==> src/rtl/config_stream_loader.sv <==
// Configuration stream front-end: takes a header word plus (address, data) pairs
// and broadcasts each data word on a shared bus with a one-hot per-tile strobe.
module config_stream_loader #(
    parameter int NUM_TILES = 16,
    parameter int ADDR_W    = 8
) (
    input  logic                 clk_i,
    input  logic                 rst_ni,
    input  logic                 in_valid_i,
    output logic                 in_ready_o,
    input  logic [31:0]          in_data_i,
    output logic [31:0]          config_data_o,
    output logic [NUM_TILES-1:0] config_en_o,
    output logic                 busy_o,
    output logic                 done_o,
    output logic                 err_o
);

    // state  | meaning
    // IDLE   | waiting for a header word
    // ADDR   | waiting for the address word of a pair
    // DATA   | waiting for the data word of a pair
    // COMMIT | strobe cycle for the pair just received, input stalled
    typedef enum logic [1:0] {
        IDLE   = 2'd0,
        ADDR   = 2'd1,
        DATA   = 2'd2,
        COMMIT = 2'd3
    } state_e;

    localparam logic [31:0] NUM_TILES_U = NUM_TILES;

    state_e                 state_q;
    logic                   in_ready_q;
    logic [31:0]            config_data_q;
    logic [NUM_TILES-1:0]   config_en_q;
    logic                   busy_q;
    logic                   done_q;
    logic                   err_q;
    logic [15:0]            remaining_q;
    logic [ADDR_W-1:0]      addr_q;

    logic                   accept;
    logic                   addr_ok;
    logic [NUM_TILES-1:0]   en_dec;

    assign accept  = in_valid_i && in_ready_q;
    assign addr_ok = (32'(addr_q) < NUM_TILES_U);

    always_comb begin
        en_dec = '0;
        for (int i = 0; i < NUM_TILES; i++) begin
            if (32'(addr_q) == i[31:0]) begin
                en_dec[i] = 1'b1;
            end
        end
    end

    always_ff @(posedge clk_i or negedge rst_ni) begin
        if (!rst_ni) begin
            state_q       <= IDLE;
            in_ready_q    <= 1'b0;
            config_data_q <= '0;
            config_en_q   <= '0;
            busy_q        <= 1'b0;
            done_q        <= 1'b0;
            err_q         <= 1'b0;
            remaining_q   <= '0;
            addr_q        <= '0;
        end else begin
            done_q      <= 1'b0;
            config_en_q <= '0;
            case (state_q)
                IDLE: begin
                    in_ready_q <= 1'b1;
                    if (accept) begin
                        remaining_q <= in_data_i[15:0];
                        err_q       <= 1'b0;
                        busy_q      <= 1'b1;
                        // An empty frame completes in place, busy covers the done cycle
                        if (in_data_i[15:0] == 16'd0) begin
                            done_q <= 1'b1;
                        end else begin
                            state_q <= ADDR;
                        end
                    end else begin
                        busy_q <= 1'b0;
                    end
                end
                ADDR: begin
                    if (accept) begin
                        addr_q  <= in_data_i[ADDR_W-1:0];
                        state_q <= DATA;
                    end
                end
                DATA: begin
                    if (accept) begin
                        config_data_q <= in_data_i;
                        if (addr_ok) begin
                            config_en_q <= en_dec;
                        end else begin
                            err_q <= 1'b1;
                        end
                        if (remaining_q == 16'd1) begin
                            done_q <= 1'b1;
                        end
                        remaining_q <= remaining_q - 16'd1;
                        in_ready_q  <= 1'b0;
                        state_q     <= COMMIT;
                    end
                end
                COMMIT: begin
                    in_ready_q <= 1'b1;
                    if (remaining_q == 16'd0) begin
                        busy_q  <= 1'b0;
                        state_q <= IDLE;
                    end else begin
                        state_q <= ADDR;
                    end
                end
                default: state_q <= IDLE;
            endcase
        end
    end

    assign in_ready_o    = in_ready_q;
    assign config_data_o = config_data_q;
    assign config_en_o   = config_en_q;
    assign busy_o        = busy_q;
    assign done_o        = done_q;
    assign err_o         = err_q;

endmodule

==> config.mk <==
export PLATFORM = sky130hd
export DESIGN_NAME = config_stream_loader
export DESIGN_NICKNAME = d
export VERILOG_FILES = /design/src/rtl/config_stream_loader.sv
export SDC_FILE = /design/constraint.sdc
export NUM_CORES = 1
export LEC_CHECK = 0
export ABC_AREA = 0
export BUFFER_PORTS_ARGS = -buffer_cell sky130_fd_sc_hd__buf_2
export CAP_MARGIN = 20
export CELL_PAD_IN_SITES_DETAIL_PLACEMENT = 1
export CELL_PAD_IN_SITES_GLOBAL_PLACEMENT = 1
export CORE_UTILIZATION = 37
export CTS_CLUSTER_DIAMETER = 30
export DETAILED_ROUTE_END_ITERATION = 10
export PLACE_DENSITY = 0.75
export SKIP_LAST_GASP = 1
export SYNTH_ARGS = -nofsm -noshare
export SYNTH_HDL_FRONTEND = slang
export SYNTH_SLANG_ARGS = --single-unit
==> constraint.sdc <==
create_clock -name clk_i -period 2.04 [get_ports clk_i]
set_input_delay 0.102 -clock clk_i [delete_from_list [all_inputs] [get_ports clk_i]]
set_output_delay 0.102 -clock clk_i [all_outputs]
set_load 0.01 [all_outputs]
== Yosys cells after proc, flatten, opt, wreduce, memory -nomap -nowiden ==
Cells that the tools add are included.

* Bits of input ports: 35
* Output and inout bits: 52
* Word-level logic and storage cells: 93
* Register bits after elaboration: 78

* Reductions and logical operators: 16
* Add/subtract/negate cells: 1
* Mux-type cells: 41
* Equal/unequal tests: 25
* $lt $le $gt $ge: 1

{| class="wikitable"
|+ Operators by type and width
! cell !! number
|-
| $mux W16 || 5
|-
| $eq A8 B4 Y1 const B || 8
|-
| $eq A8 B3 Y1 const B || 4
|-
| $logic_not A16 Y1 || 2
|-
| $pmux W16 S2 || 1
|-
| $mux W1 || 26
|-
| $eq A16 B1 Y1 const B || 1
|-
| $eq A8 B2 Y1 const B || 2
|-
| $sub A16 B1 Y16 const B || 1
|-
| $ne A2 B2 Y1 const B || 6
|-
| $eq A8 B1 Y1 const B || 1
|-
| $logic_not A8 Y1 || 1
|-
| $lt A8 B5 Y1 const B || 1
|-
| $mux W2 || 4
|-
| $pmux W1 S2 || 4
|-
| $pmux W2 S4 || 1
|-
| $reduce_and A2 Y1 || 4
|-
| $reduce_and A4 Y1 || 2
|-
| $reduce_bool A2 Y1 || 3
|-
| $eq A2 B2 Y1 const B || 2
|-
| $reduce_and A3 Y1 || 1
|-
| $eq A2 B1 Y1 const B || 1
|-
| $logic_not A2 Y1 || 1
|-
| $reduce_or A2 Y1 || 1
|-
| $logic_and A1 B1 Y1 || 1
|}

== Logic depth before layout (Yosys ltp) ==
Gate-level depths: netlist of the first run.

* Depth in word-level cells: 5
* Depth in mapped cells: 8
* Mapped depth without buffers: 6

== Worst setup path after synthesis of the first run ==
OpenSTA, ideal clock, no wires.

* Kind: register to register
* From: reg remaining_q[0]
* To: reg state_q[0]
* Buffers on the path: 0
* Period minus slack after synthesis: 2.162 ns
* Arrival time: 2.031 ns
* Slack: -0.122 ns
* Stages on the path, launching flop included: 7
* Data required time: 1.908 ns
* Setup time: 0.132 ns
* Path through: dfrtp_1 inv_1 ha_1 or4b_2 or4_4 a2111oi_4 a211oi_2

* Word-level cells in the longest chain between the ends: 3

{| class="wikitable"
|+ RTL lines
! item !! RTL line !! source
|-
| from (decl) || 40 || <nowiki>logic [15:0] remaining_q;</nowiki>
|-
| from (signal assigned) || 77 || <nowiki>remaining_q <= in_data_i[15:0];</nowiki>
|-
| from (signal assigned) || 107 || <nowiki>remaining_q <= remaining_q - 16'd1;</nowiki>
|-
| $logic_not A16 Y1 || 114 || <nowiki>if (remaining_q == 16'd0) begin</nowiki>
|-
| $mux W1 || 114 ||
|-
| $pmux W2 S4 || 73 || <nowiki>case (state_q)</nowiki>
|-
| to (signal assigned) || 116 || <nowiki>state_q <= IDLE;</nowiki>
|-
| to (signal assigned) || 118 || <nowiki>state_q <= ADDR;</nowiki>
|-
| to (signal assigned) || 121 || <nowiki>default: state_q <= IDLE;</nowiki>
|-
| to (decl) || 33 || <nowiki>state_e state_q;</nowiki>
|}

Every way passes these cells.
A chain may end at the register's enable or synchronous reset.

== Final worst setup path of the first run ==
* From: reg remaining_q[12]
* To: reg state_q[0]

The elaborated chain is that of the path after synthesis.

==> results.ini, run 1 <==
[synthesis]
synth_compound_area_share_pct = 12.4
ys_warn_count = 0
synth_nets = 402
synth_edf_count = 0
ys.flop_type = dfrtp_1
synth_cells = 360
yosys.area_share.simple_pct = 17.8
syn_avg_cell_area_sq_um = 10.1
syn-cell-area_sq_um = 3640
synth_xor_area_share_pct = 0
synthAdderAreaFrac_pct = 2.41
synth-seq-area-share_pct = 53.7
muxShareOfSynthArea_pct = 9.84
async_flop_share_pct = 100
synth_top_family_by_area = simple AND/OR/NAND/NOR gates
synth_cell_types = 41
synth_seq_cells = 78

[floorplan]
core-area_sq_um = 9370
row_count = 35
ios = 87
start_util_pct = 38.8
dieArea_sq_um = 10200
die_x_um = 101
die_height_um = 101

[final_layout]
n_antenna_cell = 0
final_area_sq_um = 4850
final_layout_size_suffix_gt1_share_pct = 33.2
final_cell_mix = buf_2 (85), dfrtp_1 (78), nand2_1 (47), nor2_1 (43), buf_4 (33)
nets = 534
area_growth_pct = 33.4
layout_commonest_cell = buf_2

[clock_network]
htree_levels = 3
cts_sinks = 78
clkSlewWorstSetupHoldPaths_ns = 0.10
cts_tree = built
insertion_delay_ns = 0.36
clockBufferDepth = 2
cts_root_buf = clkbuf_8
cts-buffers-inserted = 9

[grt]
grt_pass1_vias = 3451
antenna_found_initial = 0
met1_usage_pct = 29.7
gr-usage-met3_pct = 4.76
grt_overflow = 0
grt_max_degree = 79
grt_pass1_wl_um = 17800
grt_busiest_layer = met2
use_met2_pct = 39.5
track_usage_pct = 23.3

[critical_path]
endpoint_kind = flip-flop
required_ns = 2.28
r2r_slack_ns = -0.05
cp.depth = 4
r2r_cells = 4
timing.rr.end = state_q[0]$_DFFE_PN0P_
r2r_start = remaining_q[12]$_DFFE_PN0P_
cp_cell_sequence = or4_4, or4_4, a2111oi_4, a211oi_2
critical_path_class = reg2reg
critPathLaunchType = flip-flop
crit_path_max_incr_delay_ns = 0.57
cp_top_family = simple AND/OR/NAND/NOR gates
cp_max_fo = 2
crit_top_cell = or4_4
crit_arrival_ns = 2.32
critPathBufInv = 0
crit_slowest_cell = or4_4

[place]
gp_congestion = 0.878
place_hpwl_um = 7680
pre_cts_slack_ns = -0.0296
placed_cell_area_sq_um = 4400
portBuffers = 86

[timing]
fin_crit_sh_pct = 102
holdWs_ns = 0.0188
rsz0062_at_grt = true
max_slew.worst_pin.slew_ns = 0.574
postLayoutSetupSlackWorst_ns = -0.0485
final_hold_viol_count = 0
max_freq_mhz = 479
finalMaxSlewViolations = 0
period_needed_ns = 2.09
setup_viol = 1
setup_tns_ns = -0.0485
slew_headroom_pct = 61.4
fin_skew_ns = 0.0133

[worst_hold_path]
holdPathStages = 3
hold_start = in_data_i[3]
min_to = config_data_o[3]$_DFFE_PN0P_
worst_hold_path_type = in2reg

[power_and_ir_drop]
p_total_mw = 7.09
powerDensity_nw_per_um2 = 1460
vdd_drop_max_mv = 0.742
power.leakage_nw = 2.33

[route]
drtPass1Iterations = 4
routed_wl_um = 11000
wl_per_cell_um = 17.5
drtAntennaViolNets = 0
drtIter0Drc = 206
avgViaCountPerCell = 5.28
drc_errors = 0
vias = 3303

[outcome]
violations = setup timing
status = finished with violations

[flow_run]
max-cap-violations = 0

cells in the mapped netlist (all sizes together) (8+ instances only):
master | count | area, sq um
o22ai | 9 | 56.3
nand2 | 47 | 176
o21ai | 21 | 105
nand3 | 10 | 50.1
mux2i | 11 | 110
inv | 16 | 60.1
mux2 | 22 | 248
a21oi | 17 | 85.1
nor3 | 8 | 40.0
nor2 | 43 | 161
a31oi | 10 | 62.6
dfrtp | 78 | 1950
clkbuf | 15 | 56.3
logic make-up after synthesis:
| kind of cell | count (synthesis) |
|---|---|
| simple gates | 137 |
| flops | 78 |
| mux | 33 |
| fa+ha+maj | 7 |
| buf+inv | 35 |
| compound gates | 70 |
worst max path at each step:
stage	from	endpoint	slack, ns
2_1_floorplan	remaining_q[0]$_DFFE_PN0P_	state_q[0]$_DFFE_PN0P_	-0.01
3_3_place_gp	remaining_q[0]$_DFFE_PN0P_	state_q[0]$_DFFE_PN0P_	0.007
3_5_place_dp	remaining_q[0]$_DFFE_PN0P_	state_q[0]$_DFFE_PN0P_	-0.03
4_1_cts	remaining_q[12]$_DFFE_PN0P_	state_q[0]$_DFFE_PN0P_	-0.04
5_1_grt	remaining_q[12]$_DFFE_PN0P_	state_q[0]$_DFFE_PN0P_	-0.08
6_report	remaining_q[12]$_DFFE_PN0P_	state_q[0]$_DFFE_PN0P_	-0.05
repair_timing:
item	in CTS	in global routing
hold endpoints to repair	95	2
buffers inserted	1	1
hold buffers	18	2
pin swaps	3	0
resized for setup	0	4
endpoints found under the setup margin	1	9
routing by layer:
metal | vias up | wire (um)
met5 | - | 0
met4 | 0 | 205
met3 | 18 | 504
met2 | 107 | 5390
met1 | 1636 | 4860
li1 | 1542 | -
flip-flops by register name (all words and copies together) (netlist names):
| signal | cells |
|---|---|
| err_o | 1 |
| addr_q | 8 |
| config_en_o | 16 |
| busy_o | 1 |
| config_data_o | 32 |
| remaining_q | 16 |
| done_o | 1 |
| in_ready_o | 1 |
| state_q | 2 |
stage by stage:
| stage | cells | util (%) |
|---|---|---|
| final | 626 | 51.7 |
| after global routing | 626 | 51.7 |
| after CTS | 622 | 50.9 |
| after detailed placement | 587 | 47.0 |
| after global placement | 587 | 47.0 |
| after floorplan | 360 | - |
power breakdown:
group          total (mW)  switching, mW  leakage [nW]  internal (mW)
sequential           2.53          0.401         0.982           2.13
combinational        3.43           1.88          1.26           1.55
clock                1.13          0.663        0.0863          0.467
total                7.09           2.95          2.33           4.14
worst min-delay path: cells and delay by family:
| family | cells | cell delay [ns] |
|---|---|---|
| and+or+nand+nor | 2 | 0.12 |
| buffers and inverters | 1 | 0.13 |
final cells by class:
type                       instances  area [sq um]
fill                            1101          4520
sequential                        78          1950
multi-input combinational        247          1570
timing repair buffer             140           921
tap                              129           161
clock buffer                       9           124
clock inverter                     7          62.6
inverter                          16          60.1
Power figures use the tool's default switching activity.
==> run 2: changes to the inputs <==
Settings changed: GPL_TIMING_DRIVEN from default to 0.
==> run 2 against run 1 <==
Effect of this change: the flow still finishes with violations (setup timing); cell count fell by 0.80%; clock skew down 0.0021 ns; flip-flop and latch count unchanged; clock power grew 9.7%; wire length grew 3.2%; combinational power shrank 3%; register-to-register slack is essentially flat; via count increased by 0.94%; critical path depth stayed put; sequential share of layout area rose by 0.34 points; setup slack better by 0.014 ns; highest routed layer unchanged.
==> results.ini, run 2 (synthesized netlist as in run 1, its figures left out) <==
[outcome]
status = finished with violations
violations = setup timing

[power_and_ir_drop]
powerDensity_nw_per_um2 = 1490  ; +1.6%
power.leakage_nw = 2.30  ; -1.3%
vdd_drop_max_mv = 0.795  ; +7.1%
p_total_mw = 7.16  ; +0.96%

[critical_path]
endpoint_kind = flip-flop
required_ns = 2.27  ; about the same
crit_path_max_incr_delay_ns = 0.56  ; about the same
cp_cell_sequence = or4_1, or4_4, a2111oi_4, a211oi_2
critical_path_class = reg2reg
cp_max_fo = 4  ; +2
crit_slowest_cell = or4_1
r2r_start = remaining_q[3]$_DFFE_PN0P_
timing.rr.end = state_q[0]$_DFFE_PN0P_
r2r_cells = 4  ; unchanged
critPathLaunchType = flip-flop
r2r_slack_ns = -0.03  ; about the same
crit_arrival_ns = 2.31  ; about the same

[grt]
grt_overflow = 0  ; unchanged
track_usage_pct = 23.8  ; +0.56 points
antenna_found_initial = 0  ; unchanged
grt_pass1_vias = 3543  ; +2.7%
grt_pass1_wl_um = 18300  ; +2.9%
grt_max_degree = 71  ; -10%

[timing]
setup_viol = 1  ; unchanged
period_needed_ns = 2.07  ; -0.0141 ns
fin_crit_sh_pct = 102  ; -0.69 points
fin_skew_ns = 0.0111  ; -0.00215 ns
final_hold_viol_count = 0  ; unchanged
max_slew.worst_pin.slew_ns = 0.641  ; +0.0667 ns
postLayoutSetupSlackWorst_ns = -0.0345  ; +0.0141 ns
finalMaxSlewViolations = 0  ; unchanged
max_freq_mhz = 482  ; +0.68%
rsz0062_at_grt = true
slew_headroom_pct = 57.0  ; -4.4 points

[worst_hold_path]
hold_start = in_data_i[4]
min_to = config_data_o[4]$_DFFE_PN0P_
holdPathStages = 3  ; unchanged
worst_hold_path_type = in2reg

[clock_network]
htree_levels = 3  ; unchanged
insertion_delay_ns = 0.36  ; about the same
cts_tree = built
clockBufferDepth = 2  ; unchanged
cts_root_buf = clkbuf_8
cts_sinks = 78  ; unchanged
clkSlewWorstSetupHoldPaths_ns = 0.09  ; about the same
cts-buffers-inserted = 9  ; unchanged

[flow_run]
max-cap-violations = 0  ; unchanged

[place]
place_hpwl_um = 7700  ; +0.30%
gp_congestion = 0.835  ; -4.9%
pre_cts_slack_ns = -0.273  ; -0.244 ns
portBuffers = 86  ; unchanged

[final_layout]
final_cell_mix = buf_2 (87), dfrtp_1 (75), nand2_1 (47), nor2_1 (43)
n_antenna_cell = 0  ; unchanged
final_layout_size_suffix_gt1_share_pct = 33.7  ; +0.54 points
layout_commonest_cell = buf_2
nets = 529  ; -0.94%
area_growth_pct = 32.5
largest_reg_flops = 32  ; unchanged

[floorplan]
die_x_um = 101  ; unchanged
ios = 87  ; unchanged
start_util_pct = 38.8  ; unchanged
row_count = 35  ; unchanged
core-area_sq_um = 9370  ; unchanged
dieArea_sq_um = 10200  ; unchanged
die_height_um = 101  ; unchanged

[route]
wl_per_cell_um = 18.2  ; +4.0%
drc_errors = 0  ; unchanged
drtPass1Iterations = 4  ; unchanged
wl_met1_um = 4950  ; +1.8%
routed_wl_um = 11300  ; +3.2%
avgViaCountPerCell = 5.37  ; +1.8%
route.met2.wl_um = 5670  ; +5.0%
routed-wl-met3_um = 440  ; -13%
top_layer_used = met4
vias = 3334  ; +0.94%
drtIter0Drc = 137  ; -33%
drtAntennaViolNets = 0  ; unchanged

-- run 2: cell types whose count changed in the layout (fill, tap and decap cells not counted), sizes merged --
| cell | change |
|---|---|
| clkinvlp | -3 |
| dlygate4sd3 | -3 |
| buf | -16 |
| inv | +2 |
| bufinv | +1 |
| clkbuf | +14 |
-- run 2: what timing repair did --
item                                    CTS  global route
setup buffers                            10             4
pin swaps                                 5             1
hold endpoints to repair                 94             0
hold buffers                             17             0
endpoints found under the setup margin   44            60
gates resized for setup                  16            14
-- run 2: metrics by stage --
stage	setup TNS, ns	hold WS (ns)	utilization, %	instance area, sq um	cells
final	-0.0345	0.0124	51.4	4820	621
after global routing	-0.246	0.0199	51.4	4820	621
after CTS	-0.0692	0.00115	50.7	4750	617
after detailed placement	-7.59	-0.0558	45.5	4260	576
after global placement	-6.15	0.317	45.2	4230	575
after floorplan	-0.0106	-0.194	-	3640	360
-- run 2: how the worst max path moves through the flow --
stage | start | end | slack [ns] | cells past startpoint
2_1_floorplan | remaining_q[0]$_DFFE_PN0P_ | state_q[0]$_DFFE_PN0P_ | -0.01 | 6
3_3_place_gp | state_q[0]$_DFFE_PN0P_ | remaining_q[9]$_DFFE_PN0P_ | -0.23 | 8
3_5_place_dp | state_q[0]$_DFFE_PN0P_ | remaining_q[5]$_DFFE_PN0P_ | -0.27 | 8
4_1_cts | remaining_q[1]$_DFFE_PN0P_ | state_q[0]$_DFFE_PN0P_ | -0.06 | 6
5_1_grt | remaining_q[1]$_DFFE_PN0P_ | state_q[0]$_DFFE_PN0P_ | -0.08 | 6
6_report | remaining_q[3]$_DFFE_PN0P_ | state_q[0]$_DFFE_PN0P_ | -0.03 | 4
-- run 2: report_power, final --
part           total (mW)  leakage, nW  switching, mW  internal (mW)
Combinational        3.32         1.21           1.87           1.45
Sequential           2.60        0.978          0.462           2.14
Clock                1.24        0.108          0.648          0.596
-- run 2: cell type report --
class,instances,area (sq um)
fill,1096,4550
sequential,78,1960
multi-input combinational,247,1610
timing repair buffer,118,736
tap,129,161
clock buffer,9,124
buffer,17,91.3
clock inverter,7,85.1
inverter,16,60.1
-- run 2: metal layers --
layer	vias up	track usage, %
met2	96	40.8
met5	-	0
met4	0	9.25
li1	1532	-
met1	1686	30.5
met3	20	3.52
-- run 2: worst max-delay path, delay by kind of cell, from the launching register on --
kind,cells,cell delay (ns)
flops,1,0.45
simple gates,2,1.10
compound gates,2,0.41
==> run 3: changes to the inputs <==
Settings changed: MAX_ROUTING_LAYER from default to met4.
==> run 3 against run 2 <==
Effect of this change: the run still ends with setup timing left; count of clock-buffer cells in the layout stayed put; global-route usage is 0.73 points higher; sequential power about the same; critical endpoint unchanged; highest routed layer unchanged.
==> results.ini, run 3 (synthesized netlist as in run 1, its figures left out) <==
[outcome]
status = finished with violations
violations = setup timing

[critical_path]
cp_max_fo = 4  ; unchanged
crit_slowest_cell = or4_1
required_ns = 2.27  ; about the same
endpoint_kind = flip-flop
critPathLaunchType = flip-flop
cp_cell_sequence = or4_1, or4_4, a2111oi_4, a211oi_2
crit_path_max_incr_delay_ns = 0.55  ; about the same
crit_arrival_ns = 2.30  ; about the same
critical_path_class = reg2reg

[route]
avgViaCountPerCell = 5.36  ; -0.12%
drtPass1Iterations = 4  ; unchanged
vias = 3330  ; -0.12%
drtAntennaViolNets = 0  ; unchanged
drc_errors = 0  ; unchanged
routed_wl_um = 11300  ; -0.57%
wl_per_cell_um = 18.1  ; -0.57%
drtIter0Drc = 132  ; -3.6%

[floorplan]
row_count = 35  ; unchanged
core-area_sq_um = 9370  ; unchanged
dieArea_sq_um = 10200  ; unchanged
die_x_um = 101  ; unchanged
ios = 87  ; unchanged
die_height_um = 101  ; unchanged
start_util_pct = 38.8  ; unchanged

[final_layout]
seq_area_sq_um = 1960  ; unchanged
final.fill_count = 1095  ; -0.091%
n_antenna_cell = 0  ; unchanged
area_growth_pct = 32.5  ; about the same
nets = 529  ; unchanged
final_area_sq_um = 4820  ; about the same
final_layout_size_suffix_gt1_share_pct = 33.5  ; -0.20 points
multi_input_area_sq_um = 1610  ; unchanged
layout_commonest_cell = buf_2
final_cell_mix = buf_2 (87), dfrtp_1 (75), nand2_1 (47), nor2_1 (43)
largest_reg_flops = 32  ; unchanged

[timing]
slew_headroom_pct = 57.5  ; +0.48 points
final_hold_viol_count = 0  ; unchanged
max_slew.worst_pin.slew_ns = 0.634  ; -0.00711 ns
postLayoutSetupSlackWorst_ns = -0.0269  ; +0.00758 ns
fin_skew_ns = 0.0109  ; -0.000227 ns
holdWs_ns = 0.0121  ; -0.000228 ns
setup_tns_ns = -0.0269  ; +0.00758 ns
finalMaxSlewViolations = 0  ; unchanged
period_needed_ns = 2.07  ; -0.00758 ns
max_freq_mhz = 484  ; +0.37%
setup_viol = 1  ; unchanged
fin_crit_sh_pct = 101  ; -0.37 points
rsz0062_at_grt = true

[grt]
antenna_found_initial = 0  ; unchanged
track_usage_pct = 24.6  ; +0.73 points
gr-usage-met3_pct = 3.17  ; -0.35 points
grt_overflow = 0  ; unchanged
grt_busiest_layer = met2
grt_max_degree = 71  ; unchanged
use_met2_pct = 40.8  ; unchanged
met1_usage_pct = 30.7  ; +0.13 points
grt_pass1_wl_um = 18300  ; about the same
grt_pass1_vias = 3544  ; +0.028%

[power_and_ir_drop]
vdd_drop_max_mv = 0.792  ; -0.42%
powerDensity_nw_per_um2 = 1490  ; about the same
power.leakage_nw = 2.30  ; -0.13%

[clock_network]
cts_sinks = 78  ; unchanged
cts_tree = built
clockBufferDepth = 2  ; unchanged
htree_levels = 3  ; unchanged
insertion_delay_ns = 0.36  ; about the same
cts_root_buf = clkbuf_8
cts-buffers-inserted = 9  ; unchanged
clkSlewWorstSetupHoldPaths_ns = 0.09  ; about the same

[worst_hold_path]
worst_hold_path_type = in2reg

[place]
portBuffers = 86  ; unchanged
placed_cell_area_sq_um = 4260  ; unchanged
place_hpwl_um = 7700  ; unchanged
gp_congestion = 0.848  ; +1.5%

[flow_run]
max-cap-violations = 0  ; unchanged

[run 3: metal layers]
metal,wire length [um],part of all wire (%)
met3,390,3.5
met5,0,0
met1,4950,44
met4,261,2.3
met2,5650,50
[run 3: area by class of cell]
class                           count  share of cell area [%]
Buffer                             17                    1.87
Inverter                           16                    1.25
Clock inverter                      7                    1.77
Multi-Input combinational cell    247                    33.3
Sequential cell                    78                    40.6
Tap cell                          129                    3.35
Timing Repair Buffer              118                    15.3
Clock buffer                        9                    2.57
[run 3: final timing paths]
kind,from,end,slack [ns],cells past startpoint
min,in_data_i[4],config_data_o[4]$_DFFE_PN0P_,0.01,3
min in group asynchronous,rst_ni,config_data_o[21]$_DFFE_PN0P_,0.12,2
max in group asynchronous,rst_ni,remaining_q[2]$_DFFE_PN0P_,1.34,3
max,remaining_q[3]$_DFFE_PN0P_,state_q[0]$_DFFE_PN0P_,-0.03,4
max reg2reg,remaining_q[3]$_DFFE_PN0P_,state_q[0]$_DFFE_PN0P_,-0.03,4
min reg2reg,config_data_o[15]$_DFFE_PN0P_,config_data_o[15]$_DFFE_PN0P_,0.48,2
[run 3: repair_timing]
item                                    CTS  global route
hold endpoints to repair                 94             0
endpoints found under the setup margin   44            60
pin swaps                                 5             1
buffers inserted                         10             4
resized for setup                        16            12
hold buffers                             17             0
[run 3: power breakdown]
| part | internal (mW) | switching [mW] |
|---|---|---|
| combinational | 1.45 | 1.87 |
| sequential | 2.14 | 0.461 |
| clock | 0.596 | 0.647 |
[run 3: worst max-delay path, delay by kind of cell (launching register included)]
family	cells	cell delay, ns
AND/OR/NAND/NOR	2	1.09
AO/OA/AOI/OAI	2	0.41
flip-flops	1	0.44
[run 3: metrics by stage]
stage | std cells | setup slack (ns) | total power [mW] | util [%]
after CTS | 617 | -0.0600 | 7.04 | 50.7
after global placement | 575 | -0.229 | 5.39 | 45.2
final | 621 | -0.0269 | 7.15 | 51.4
after detailed placement | 576 | -0.273 | 5.56 | 45.5
after global routing | 621 | -0.0800 | 7.66 | 51.4
after floorplan | 360 | -0.0106 | 4.51 | -
